`config.mk`:
```
export PLATFORM = sky130hd
export DESIGN_NAME = multi_channel_mem_controller
export DESIGN_NICKNAME = d
export VERILOG_FILES = /design/src/rtl/multi_channel_mem_controller.sv
export SDC_FILE = /design/constraint.sdc
export NUM_CORES = 1
export LEC_CHECK = 0
export ABC_CLOCK_PERIOD_IN_PS = 3200
export BUFFER_PORTS_ARGS = -buffer_cell sky130_fd_sc_hd__clkbuf_2
export CAP_MARGIN = 15
export CORE_MARGIN = 2
export CORE_UTILIZATION = 51
export CTS_BUF_LIST = sky130_fd_sc_hd__clkbuf_4 sky130_fd_sc_hd__clkbuf_8
export DETAILED_ROUTE_END_ITERATION = 8
export GPL_TIMING_DRIVEN = 0
export HOLD_SLACK_MARGIN = 0.12
export PLACE_DENSITY_LB_ADDON = 0.2
export SLEW_MARGIN = 20
export SYNTH_ARGS = -nofsm -noshare
export SYNTH_HDL_FRONTEND = slang
export SYNTH_SLANG_ARGS = --single-unit
```
`constraint.sdc`:
```
create_clock -name clk -period 3.2 [get_ports clk]
set_input_delay 0.16 -clock clk [delete_from_list [all_inputs] [get_ports clk]]
set_output_delay 0.16 -clock clk [all_outputs]
set_load 0.01 [all_outputs]
```
`src/rtl/multi_channel_mem_controller.sv`:
```
// Round-robin arbiter + per-channel FSMs mapping NUM_CONSUMERS LSU requesters onto NUM_CHANNELS
// memory ports. Define MEM_CTRL_PERF_EN to add saturating completed read/write counters.
module multi_channel_mem_controller #(
    parameter int ADDR_BITS     = 8,
    parameter int DATA_BITS     = 16,
    parameter int NUM_CONSUMERS = 4,
    parameter int NUM_CHANNELS  = 2
) (
    input  logic                     clk,
    input  logic                     reset,
    input  logic [NUM_CONSUMERS-1:0] consumer_read_valid,
    input  logic [ADDR_BITS-1:0]     consumer_read_address [NUM_CONSUMERS-1:0],
    output logic [NUM_CONSUMERS-1:0] consumer_read_ready,
    output logic [DATA_BITS-1:0]     consumer_read_data [NUM_CONSUMERS-1:0],
    input  logic [NUM_CONSUMERS-1:0] consumer_write_valid,
    input  logic [ADDR_BITS-1:0]     consumer_write_address [NUM_CONSUMERS-1:0],
    input  logic [DATA_BITS-1:0]     consumer_write_data [NUM_CONSUMERS-1:0],
    output logic [NUM_CONSUMERS-1:0] consumer_write_ready,
    output logic [NUM_CHANNELS-1:0]  mem_read_valid,
    output logic [ADDR_BITS-1:0]     mem_read_address [NUM_CHANNELS-1:0],
    input  logic [NUM_CHANNELS-1:0]  mem_read_ready,
    input  logic [DATA_BITS-1:0]     mem_read_data [NUM_CHANNELS-1:0],
    output logic [NUM_CHANNELS-1:0]  mem_write_valid,
    output logic [ADDR_BITS-1:0]     mem_write_address [NUM_CHANNELS-1:0],
    output logic [DATA_BITS-1:0]     mem_write_data [NUM_CHANNELS-1:0],
    input  logic [NUM_CHANNELS-1:0]  mem_write_ready
`ifdef MEM_CTRL_PERF_EN
    ,
    output logic [15:0]              perf_read_count,
    output logic [15:0]              perf_write_count
`endif
);
    localparam int CW = (NUM_CONSUMERS > 1) ? $clog2(NUM_CONSUMERS) : 1;
    localparam int HW = (NUM_CHANNELS > 1) ? $clog2(NUM_CHANNELS) : 1;

    typedef enum logic [1:0] {IDLE, ISSUE, RELAY} ch_state_t;

    ch_state_t                state [NUM_CHANNELS];
    logic [CW-1:0]            owner [NUM_CHANNELS];
    logic [NUM_CHANNELS-1:0]  op_read;
    logic [NUM_CHANNELS-1:0]  rd_done, wr_done;
    logic [NUM_CONSUMERS-1:0] claimed, response_valid, pending;
    logic [CW-1:0]            rr_ptr, winner, cand;
    logic [HW-1:0]            grant_ch;
    logic                     ch_free, win_found, do_grant;

    assign consumer_read_ready  = response_valid & consumer_read_valid;
    assign consumer_write_ready = response_valid & consumer_write_valid;
    assign pending = (consumer_read_valid | consumer_write_valid)
                   & ~(consumer_read_ready | consumer_write_ready) & ~claimed;

    // Lowest idle channel and first pending consumer at/after rr_ptr; descending
    // loops leave the lowest match as the final assignment.
    always_comb begin
        grant_ch  = '0;
        ch_free   = 1'b0;
        winner    = '0;
        win_found = 1'b0;
        cand      = '0;
        for (int h = NUM_CHANNELS - 1; h >= 0; h--) begin
            if (state[h] == IDLE) begin
                grant_ch = HW'(h);
                ch_free  = 1'b1;
            end
        end
        for (int i = NUM_CONSUMERS - 1; i >= 0; i--) begin
            cand = CW'((int'(rr_ptr) + i) % NUM_CONSUMERS);
            if (pending[cand]) begin
                winner    = cand;
                win_found = 1'b1;
            end
        end
    end

    assign do_grant = ch_free & win_found;

    always_comb begin
        rd_done = '0;
        wr_done = '0;
        for (int h = 0; h < NUM_CHANNELS; h++) begin
            rd_done[h] = (state[h] == ISSUE) &  op_read[h] & mem_read_ready[h];
            wr_done[h] = (state[h] == ISSUE) & ~op_read[h] & mem_write_ready[h];
        end
    end

    always_ff @(posedge clk) begin
        if (reset) begin
            for (int h = 0; h < NUM_CHANNELS; h++) begin
                state[h]             <= IDLE;
                owner[h]             <= '0;
                mem_read_address[h]  <= '0;
                mem_write_address[h] <= '0;
                mem_write_data[h]    <= '0;
            end
            for (int c = 0; c < NUM_CONSUMERS; c++) consumer_read_data[c] <= '0;
            op_read         <= '0;
            mem_read_valid  <= '0;
            mem_write_valid <= '0;
            response_valid  <= '0;
            claimed         <= '0;
            rr_ptr          <= '0;
        end else begin
            for (int h = 0; h < NUM_CHANNELS; h++) begin
                case (state[h])
                    IDLE: begin
                        if (do_grant && grant_ch == HW'(h)) begin
                            state[h] <= ISSUE;
                            owner[h] <= winner;
                            // A consumer asserting both gets its read first
                            if (consumer_read_valid[winner]) begin
                                op_read[h]          <= 1'b1;
                                mem_read_valid[h]   <= 1'b1;
                                mem_read_address[h] <= consumer_read_address[winner];
                            end else begin
                                op_read[h]           <= 1'b0;
                                mem_write_valid[h]   <= 1'b1;
                                mem_write_address[h] <= consumer_write_address[winner];
                                mem_write_data[h]    <= consumer_write_data[winner];
                            end
                        end
                    end
                    ISSUE: begin
                        if (rd_done[h]) begin
                            mem_read_valid[h]             <= 1'b0;
                            response_valid[owner[h]]     <= 1'b1;
                            consumer_read_data[owner[h]] <= mem_read_data[h];
                            state[h]                     <= RELAY;
                        end else if (wr_done[h]) begin
                            mem_write_valid[h]       <= 1'b0;
                            response_valid[owner[h]] <= 1'b1;
                            state[h]                 <= RELAY;
                        end
                    end
                    RELAY: begin
                        if (!(consumer_read_valid[owner[h]] || consumer_write_valid[owner[h]])) begin
                            response_valid[owner[h]] <= 1'b0;
                            claimed[owner[h]]        <= 1'b0;
                            state[h]                 <= IDLE;
                        end
                    end
                    default: state[h] <= IDLE;
                endcase
            end
            if (do_grant) begin
                claimed[winner] <= 1'b1;
                rr_ptr <= (winner == CW'(NUM_CONSUMERS - 1)) ? '0 : winner + 1'b1;
            end
        end
    end

`ifdef MEM_CTRL_PERF_EN
    logic [15:0] rd_inc, wr_inc;

    function automatic logic [15:0] sat_add(input logic [15:0] a, input logic [15:0] b);
        logic [16:0] s;
        s = {1'b0, a} + {1'b0, b};
        return s[16] ? 16'hFFFF : s[15:0];
    endfunction

    always_comb begin
        rd_inc = '0;
        wr_inc = '0;
        for (int h = 0; h < NUM_CHANNELS; h++) begin
            rd_inc = rd_inc + {15'd0, rd_done[h]};
            wr_inc = wr_inc + {15'd0, wr_done[h]};
        end
    end

    always_ff @(posedge clk) begin
        if (reset) begin
            perf_read_count  <= '0;
            perf_write_count <= '0;
        end else begin
            perf_read_count  <= sat_add(perf_read_count, rd_inc);
            perf_write_count <= sat_add(perf_write_count, wr_inc);
        end
    end
`endif

endmodule

```
==> flow_summary.toml, run 1 <==
[sta]
rsz0062_at_grt = "no"
holdWs_ps = 176
slew_headroom_pct = 40.4
finClkSkew_ps = 11.8
worst_slack_ps = 141
max_freq_mhz = 327
setup_viol = 0
tns_ps = 0
hold_viol_final = 0
layout_min_cycle_time_ps = 3060
slew_violations = 0
fin_crit_sh_pct = 95.6
worst_pin_slew_ps = 885

[layout]
seq_area_um2 = 3110
fillers = 1279
drive_gt1_share_pct = 33.7
post-route-util_pct = 69.9
instances_no_fill = 1456
antennaDiodeCount = 0
nNetsFinal = 1420
syn_to_final_growth_pct = 33.1
multi_input_area_um2 = 4600

[place]
dp_cells = 1386
port_buffers = 312
dpl.hpwl_mm = 21.2
gp_congestion = 0.961
dpl_worst_slack_ps = 232

[floorplanning]
core_area_um2 = 15300
initial_utilization_pct = 52.5
die-area_um2 = 16800
fp-row-count = 45
ioPinCount = 314
fp.dieH_um = 130
die_x_um = 130

[synthesis]
syn-cell-area_um2 = 8040
avgSynthCellArea_um2 = 9.32
synth_edf_count = 7
synth_flop_cell = "dfxtp_1"
yosys-top-cells-area = "dfxtp_1 36%, mux2i_1 12%, a211oi_1 6.2%"
yosysWarningCount = 0
postSynth.asyncResetShare_pct = 0
synth.distinct_cells = 60
ys_seq_area_share_pct = 38.7
synth_area_leader_cell = "dfxtp_1"
synth_top_area_share_pct = 36.1
syn_nets = 1049
ys_ff_latch = 152
netlist_instances = 863

[detailed_routing]
drt_wl_total_mm = 28.5
post-route-drc-count = 0
wire_per_inst_um = 19.6
viasPerCell = 5.71
drt_iter0_drc = 648
num_vias = 8309
firstDrtPassIters = 7
drtAntennaViolNets = 0

[clock_tree]
clock_latency_ps = 460
clk_path_buf_depth = 2
cts_made_buffers = 17
cts_tree = "yes"
cts_sinks = 152
h-tree-depth = 4
path_clk_slew_ps = 80
post-cts-setup-buffer-count = 0
root_buffer = "clkbuf_8"

[min_path]
min_path_type = "in2reg"

[pwr]
power.density_nw_per_um2 = 822
p_leak_nw = 4.96
ir_drop_v = 0.000404

[grt]
grtUsageTotal_pct = 33.1
antenna_found_initial = 0
grt_max_degree = 17
grt_pass1_wl_mm = 42.6
grt_pass1_vias = 7983
overflow = 0

[critical_path]
arrival_ps = 3410
path_class = "reg2reg"
end_kind = "flip-flop"
cp_max_fo = 10
reg2reg_slack_ps = 140
start_kind = "flip-flop"
required_ps = 3550

[flow_run]
maxCapViolCount = 0

[outcome]
run_status = "finished clean"
==> area by class of cell <==
class / instances / area share [%]
buffer: 63 / 2.72
clock buffer: 22 / 2.71
timing repair buffer: 352 / 18.3
multi-input combinational: 639 / 43.0
tap: 211 / 2.47
inverter: 9 / 0.316
clock inverter: 8 / 1.34
sequential: 152 / 29.1
==> cells by family (layout without fill, tap and decap cells) <==
logic type | after synthesis | in the layout | share of synthesized area (%)
AOI/OAI and AO/OA | 181 | 181 | 16.0
adders and majority gates | 12 | 12 | 1.87
buffers and inverters | 72 | 454 | 4.02
DFF | 152 | 152 | 38.7
muxes | 162 | 162 | 22.0
and+or+nand+nor | 284 | 284 | 17.4
==> through the flow <==
stage	cell area, µm²	total power (W)
after global placement	9860	0.00699
after global routing	10700	0.00927
after CTS	10700	0.00875
after floorplan	8040	0.00562
final	10700	0.00880
after detailed placement	9860	0.00707
==> critical path, stage by stage, from the launching register on <==
cell	delay (ps)
edfxtp_1	420
ha_1	330
nand3_1	250
nand2b_1	150
clkbuf_1	400
clkbuf_4	400
mux2i_1	270
a211oi_1	120
dlygate4sd3_1	600
==> placed cells by master, fill, tap and decap left out, types with 3 or more instances in the layout <==
cell type and instances:
a211oi_1 66, a21oi_1 52, a221oi_1 32, and2_1 11
and3_1 5, buf_1 7, buf_2 11, buf_6 4
bufinv_16 4, clkbuf_1 38, clkbuf_2 312, clkbuf_4 3
clkbuf_8 20, dfxtp_1 145, dlygate4sd3_1 40, edfxtp_1 7
ha_1 12, inv_1 6, mux2_1 16, mux2_2 36
mux2_4 12, mux2i_1 96, nand2_1 70, nand2b_1 4
nand3_1 12, nor2_1 87, nor2b_1 72, nor3_1 3
o21a_1 3, o21ai_0 5, or3_1 5
==> timing repair <==
item                                    4_1_cts  5_1_grt
resized for setup                             0        1
endpoints found under the setup margin        0        1
hold buffers                                 40        0
hold endpoints to repair                     64        0
==> layer usage <==
| metal | GRT usage, % | up-vias | wire length, µm |
|---|---|---|---|
| met2 | 55.7 | 490 | 13500 |
| met5 | 0 | - | 0 |
| met1 | 40.4 | 3873 | 11300 |
| met3 | 8.46 | 73 | 2880 |
| met4 | 13.6 | 0 | 765 |
| li1 | - | 3873 | - |
==> worst paths after layout <==
path | start | to | cells past startpoint
worst max register to register | state[0][0] | consumer_read_data[10] | 8
worst min register to register | claimed[2] | claimed[2] | 2
worst min-delay path | mem_write_ready[0] | mem_write_valid[0] | 5
worst max-delay path | state[0][0] | consumer_read_data[10] | 8
==> where the power goes <==
part	switching [W]	total, W	internal [W]
logic	0.00257	0.00445	0.00187
clock network	0.000721	0.00164	0.000919
registers	0.000268	0.00271	0.00244
total	0.00356	0.00880	0.00523
==> synthesized netlist by cell type (3+ instances only) <==
library cell / n
nand2_1: 70
mux2_2: 36
and2_1: 11
buf_1: 7
mux2_4: 12
nand3_1: 12
a21oi_1: 52
clkbuf_1: 38
dfxtp_1: 145
nor2_1: 87
o21a_1: 3
mux2_1: 16
nor3_1: 3
buf_6: 4
inv_1: 6
a221oi_1: 32
mux2i_1: 96
o21ai_0: 5
buf_2: 12
and3_1: 5
edfxtp_1: 7
or3_1: 5
ha_1: 12
nor2b_1: 72
nand2b_1: 4
a211oi_1: 66
==> flip-flops by register name (all words and copies together) (netlist names) <==
signal,count
mem_write_address,16
mem_write_data,32
claimed,4
mem_write_valid,2
op_read,2
mem_read_valid,2
mem_read_address,16
response_valid,4
rr_ptr,2
owner,4
state,4
consumer_read_data,64
Power figures use the tool's default switching activity.
==> run 2: changes to the inputs <==
--- a/config.mk
+++ b/config.mk
@@ -12,7 +12,6 @@
 export CORE_UTILIZATION = 51
 export CTS_BUF_LIST = sky130_fd_sc_hd__clkbuf_4 sky130_fd_sc_hd__clkbuf_8
 export DETAILED_ROUTE_END_ITERATION = 8
-export GPL_TIMING_DRIVEN = 0
 export HOLD_SLACK_MARGIN = 0.12
 export PLACE_DENSITY_LB_ADDON = 0.2
 export SLEW_MARGIN = 20
==> run 2 against run 1 <==
  * Utilization down 0.96 points
  * Register-to-register slack better by 190 ps
  * Largest power group unchanged
  * Routed wire length down 7.9%
  * Setup slack better by 190 ps
  * Combinational power down 7.4%
  * Non-clock buffer count down 39
==> flow_summary.toml, run 2 (same netlist as run 1, synthesis figures left out) <==
[outcome]
run_status = "finished clean"

[critical_path]
path_class = "reg2reg"
arrival_ps = 3270
cp_max_fo = 16
required_ps = 3600
start_kind = "flip-flop"
r2r_end = "consumer_read_data[61]"
reg2reg_slack_ps = 330
timing.rr.start = "state[0][1]"
end_kind = "flip-flop"
r2r_cells = 8

[min_path]
min_path_type = "in2reg"
worstHoldStart = "mem_write_ready[0]"
holdPathEnd = "mem_write_valid[0]"
hold_depth = 5

[layout]
syn_to_final_growth_pct = 31.3
nNetsFinal = 1381
top_regs = "consumer_read_data (64), mem_write_data (32)"
fillers = 1256
final_common_cell = "clkbuf_2"
antennaDiodeCount = 0
post-route-util_pct = 68.9
layout_common_cells = "312 x clkbuf_2, 145 x dfxtp_1, 96 x mux2i_1"
multi_input_area_um2 = 4630
drive_gt1_share_pct = 34.9
largest_register_ffs = 64
top_register = "consumer_read_data"
seq_area_um2 = 3110
stdcell_area_um2 = 10600

[floorplanning]
fp.dieH_um = 130
die-area_um2 = 16800
core_area_um2 = 15300
initial_utilization_pct = 52.5
die_x_um = 130
fp-row-count = 45
ioPinCount = 314

[pwr]
p_seq_share_pct = 33.6
p_sw_share_pct = 40.9
combPwrFrac_pct = 50.1
p_clk_share_pct = 16.3
power.density_nw_per_um2 = 779
p_int_w = 0.00486
p_sw_w = 0.00337
ir_drop_v = 0.000616
p_leak_nw = 4.92

[clock_tree]
clk_path_buf_depth = 2
root_buffer = "clkbuf_8"
cts_tree = "yes"
path_clk_slew_ps = 80
h-tree-depth = 4
cts_made_buffers = 17
cts_sinks = 152
clock_latency_ps = 450

[sta]
finClkSkew_ps = 18.6
slew_headroom_pct = 56.6
fin_crit_sh_pct = 89.7
slew_violations = 0
worst_slack_ps = 330
rsz0062_at_grt = "no"
worst_pin_slew_ps = 644
holdWs_ps = 194
max_freq_mhz = 348
tns_ps = 0
setup_viol = 0
layout_min_cycle_time_ps = 2870
hold_viol_final = 0

[place]
placed_area_um2 = 9730
port_buffers = 313
dpl_worst_slack_ps = 177
dpl.hpwl_mm = 18.2
gp_congestion = 0.878

[detailed_routing]
post-route-drc-count = 0
drt_wl_total_mm = 26.3
firstDrtPassIters = 5
viasPerCell = 5.59
wire_per_inst_um = 18.5
drtAntennaViolNets = 0
num_vias = 7919
drt_iter0_drc = 473

[grt]
grtUsageTotal_pct = 30.1
grt_pass1_vias = 7582
overflow = 0
grt_max_degree = 127
antenna_found_initial = 0
grt_pass1_wl_mm = 39.5

[flow_run]
maxCapViolCount = 0
run 2: power by group through the flow:
stage	sequential, W	combinational, W	clock (W)
3_5_place_dp	0.00280	0.00405	0
2_1_floorplan	0.00291	0.00271	0
6_report	0.00277	0.00412	0.00134
5_1_grt	0.00283	0.00447	0.00143
4_1_cts	0.00276	0.00410	0.00136
3_3_place_gp	0.00278	0.00400	0
run 2: stage by stage:
step / total power [W] / std cells
after floorplan: 0.00562 / 863
after global placement: 0.00679 / 1339
after detailed placement: 0.00684 / 1339
after CTS: 0.00822 / 1416
after global routing: 0.00873 / 1416
final: 0.00823 / 1416
run 2: what timing repair did:
item	in CTS	in global routing
hold endpoints to repair	64	0
endpoints found under the setup margin	0	24
gates resized for setup	0	1
setup buffers	0	0
hold buffers	48	0
run 2: area by class of cell:
class / instances / share of cell area (%)
Clock buffer: 20 / 2.49
Timing Repair Buffer: 376 / 20.6
Sequential cell: 152 / 29.5
Inverter: 9 / 0.320
Clock inverter: 9 / 0.735
Multi-Input combinational cell: 639 / 43.9
Tap cell: 211 / 2.50
run 2: how the worst max path moves through the flow:
stage,start,to,slack [ps],depth (start not counted)
5_1_grt,state[0][1],consumer_read_data[61],240,8
4_1_cts,rr_ptr[1],mem_write_data[4],170,6
3_5_place_dp,rr_ptr[1],mem_write_data[3],180,6
3_3_place_gp,rr_ptr[1],mem_write_address[4],230,6
6_report,state[0][1],consumer_read_data[61],330,8
2_1_floorplan,rr_ptr[1],mem_write_data[20],940,8
run 2: worst max-delay path, stage by stage (launching register included):
cell,delay [ps]
edfxtp_1,420
inv_1,100
ha_1,360
nand3_1,320
nor2_2,170
buf_4,340
mux2i_1,150
a211oi_1,340
dlygate4sd3_1,610
run 2: routing by layer:
layer	wire length (µm)	share of wire (%)	vias to the layer above	track usage, %
met5	0	0	-	0
met4	543	2.1	0	10.1
met3	2270	8.7	45	8.63
met2	12700	48	364	50.9
met1	10800	41	3729	36.9
li1	-	-	3781	-
==> run 3: changes to the inputs <==
--- a/config.mk
+++ b/config.mk
@@ -13,6 +13,7 @@
 export CTS_BUF_LIST = sky130_fd_sc_hd__clkbuf_4 sky130_fd_sc_hd__clkbuf_8
 export DETAILED_ROUTE_END_ITERATION = 8
 export HOLD_SLACK_MARGIN = 0.12
+export MAX_ROUTING_LAYER = met4
 export PLACE_DENSITY_LB_ADDON = 0.2
 export SLEW_MARGIN = 20
 export SYNTH_ARGS = -nofsm -noshare
==> run 3 against run 2 <==
  * Largest power group unchanged
  * Via count barely moved
  * Register-to-register slack gained 50 ps
  * Critical path type unchanged
  * Critical endpoint is now consumer_read_data[26]
  * Sequential cell count did not move
==> flow_summary.toml, run 3 (same netlist as run 1, synthesis figures left out) <==
[sta]
setup_viol = 0
tns_ps = 0
hold_viol_final = 0
worst_pin_slew_ps = 680
slew_headroom_pct = 54.7
rsz0062_at_grt = "no"
layout_min_cycle_time_ps = 2820
slew_violations = 0
holdWs_ps = 189
worst_slack_ps = 383
max_freq_mhz = 355
finClkSkew_ps = 11.3
fin_crit_sh_pct = 88.0

[layout]
largest_register_ffs = 64
antennaDiodeCount = 0
layout_common_cells = "312 x clkbuf_2, 145 x dfxtp_1, 96 x mux2i_1"
top_register = "consumer_read_data"
stdcell_area_um2 = 10600
top_regs = "consumer_read_data (64), mem_write_data (32)"
instances_no_fill = 1418
nNetsFinal = 1381
final_common_cell = "clkbuf_2"
syn_to_final_growth_pct = 32.0
drive_gt1_share_pct = 35.0

[place]
gp_congestion = 0.883
dpl.hpwl_mm = 18.2
port_buffers = 313
dp_cells = 1339
dpl_worst_slack_ps = 189
placed_area_um2 = 9730

[min_path]
min_path_type = "in2reg"

[pwr]
ir_drop_v = 0.000518
power.density_nw_per_um2 = 788
p_leak_nw = 4.94

[critical_path]
path_class = "reg2reg"
required_ps = 3540
cp_slowest_stage_delay_ps = 590
cp_max_fo = 16
arrival_ps = 3160
path_buf_inv = 3
reg2reg_slack_ps = 380
critPathTopFamily = "buffers and inverters"
start_kind = "flip-flop"
path_cells = "inv_1 > ha_1 > nand3_1 > nor2_2 > buf_4 > mux2i_1 > a211oi_1 > dlygate4sd3_1"
critPathSlowestCell = "dlygate4sd3_1"
end_kind = "flip-flop"

[detailed_routing]
num_vias = 7914
firstDrtPassIters = 5
drt_wl_total_mm = 25.7
viasPerCell = 5.58
highest_layer = "met4"
met1Wirelength_mm = 10.6
met3_length_mm = 2.18
drt_iter0_drc = 517
wire_per_inst_um = 18.1
drtAntennaViolNets = 0
post-route-drc-count = 0
route.met2.wl_mm = 12.3

[floorplanning]
ioPinCount = 314
die-area_um2 = 16800
fp.dieH_um = 130
core_area_um2 = 15300
die_x_um = 130
initial_utilization_pct = 52.5
fp-row-count = 45

[grt]
grt_max_degree = 119
overflow = 0
grt_pass1_vias = 7611
grt_pass1_wl_mm = 39.0
grtUsageTotal_pct = 30.5
antenna_found_initial = 0

[flow_run]
maxCapViolCount = 0

[clock_tree]
cts_tree = "yes"
path_clk_slew_ps = 80
clk_path_buf_depth = 2
cts_made_buffers = 17
h-tree-depth = 4
clock_latency_ps = 450
root_buffer = "clkbuf_8"
cts_sinks = 152
post-cts-setup-buffer-count = 0

[outcome]
run_status = "finished clean"
## run 3: metrics by stage
stage               util (%)  power [W]
floorplan                  -    0.00562
global placement        63.5    0.00679
detailed placement      63.5    0.00685
CTS                     69.2    0.00837
global route            69.3    0.00889
finish                  69.3    0.00836
## run 3: what timing repair did
action,CTS,global route
endpoints found under the hold margin,64,0
hold buffers,48,0
endpoints found under the setup margin,0,6
resized for setup,0,1
## run 3: per-layer routing
metal / up-vias / GRT usage [%]
met1: 3705 / 37.1
met2: 363 / 49.4
met4: 0 / 10.5
li1: 3794 / -
met3: 52 / 7.84
met5: - / -
## run 3: report_power, final
| part | total [W] | switching, W | leakage, nW | internal (W) |
|---|---|---|---|---|
| Sequential | 0.00276 | 0.000319 | 1.25 | 0.00244 |
| Clock | 0.00148 | 0.000732 | 0.201 | 0.000750 |
| Combinational | 0.00412 | 0.00233 | 3.48 | 0.00179 |
## run 3: path summary, 6_finish.rpt
kind                      startpoint                      to  depth (start not counted)
setup / recovery         state[0][1]  consumer_read_data[26]                          8
hold / removal    mem_write_ready[0]      mem_write_valid[0]                          5
setup reg to reg         state[0][1]  consumer_read_data[26]                          8
hold reg to reg    mem_read_valid[1]       mem_read_valid[1]                          2
## run 3: final cells by class
cell class,instances,area (µm²)
clock buffer,20,275
fill,1248,4700
sequential,152,3110
inverter,9,33.8
tap,211,264
timing repair buffer,376,2170
multi-input combinational,639,4630
clock inverter,11,121
## run 3: worst min-delay path, stage by stage
cell and delay [ps]:
clkbuf_2 80, nor2b_1 130, nand2_1 60, a32oi_1 40
a21oi_1 120
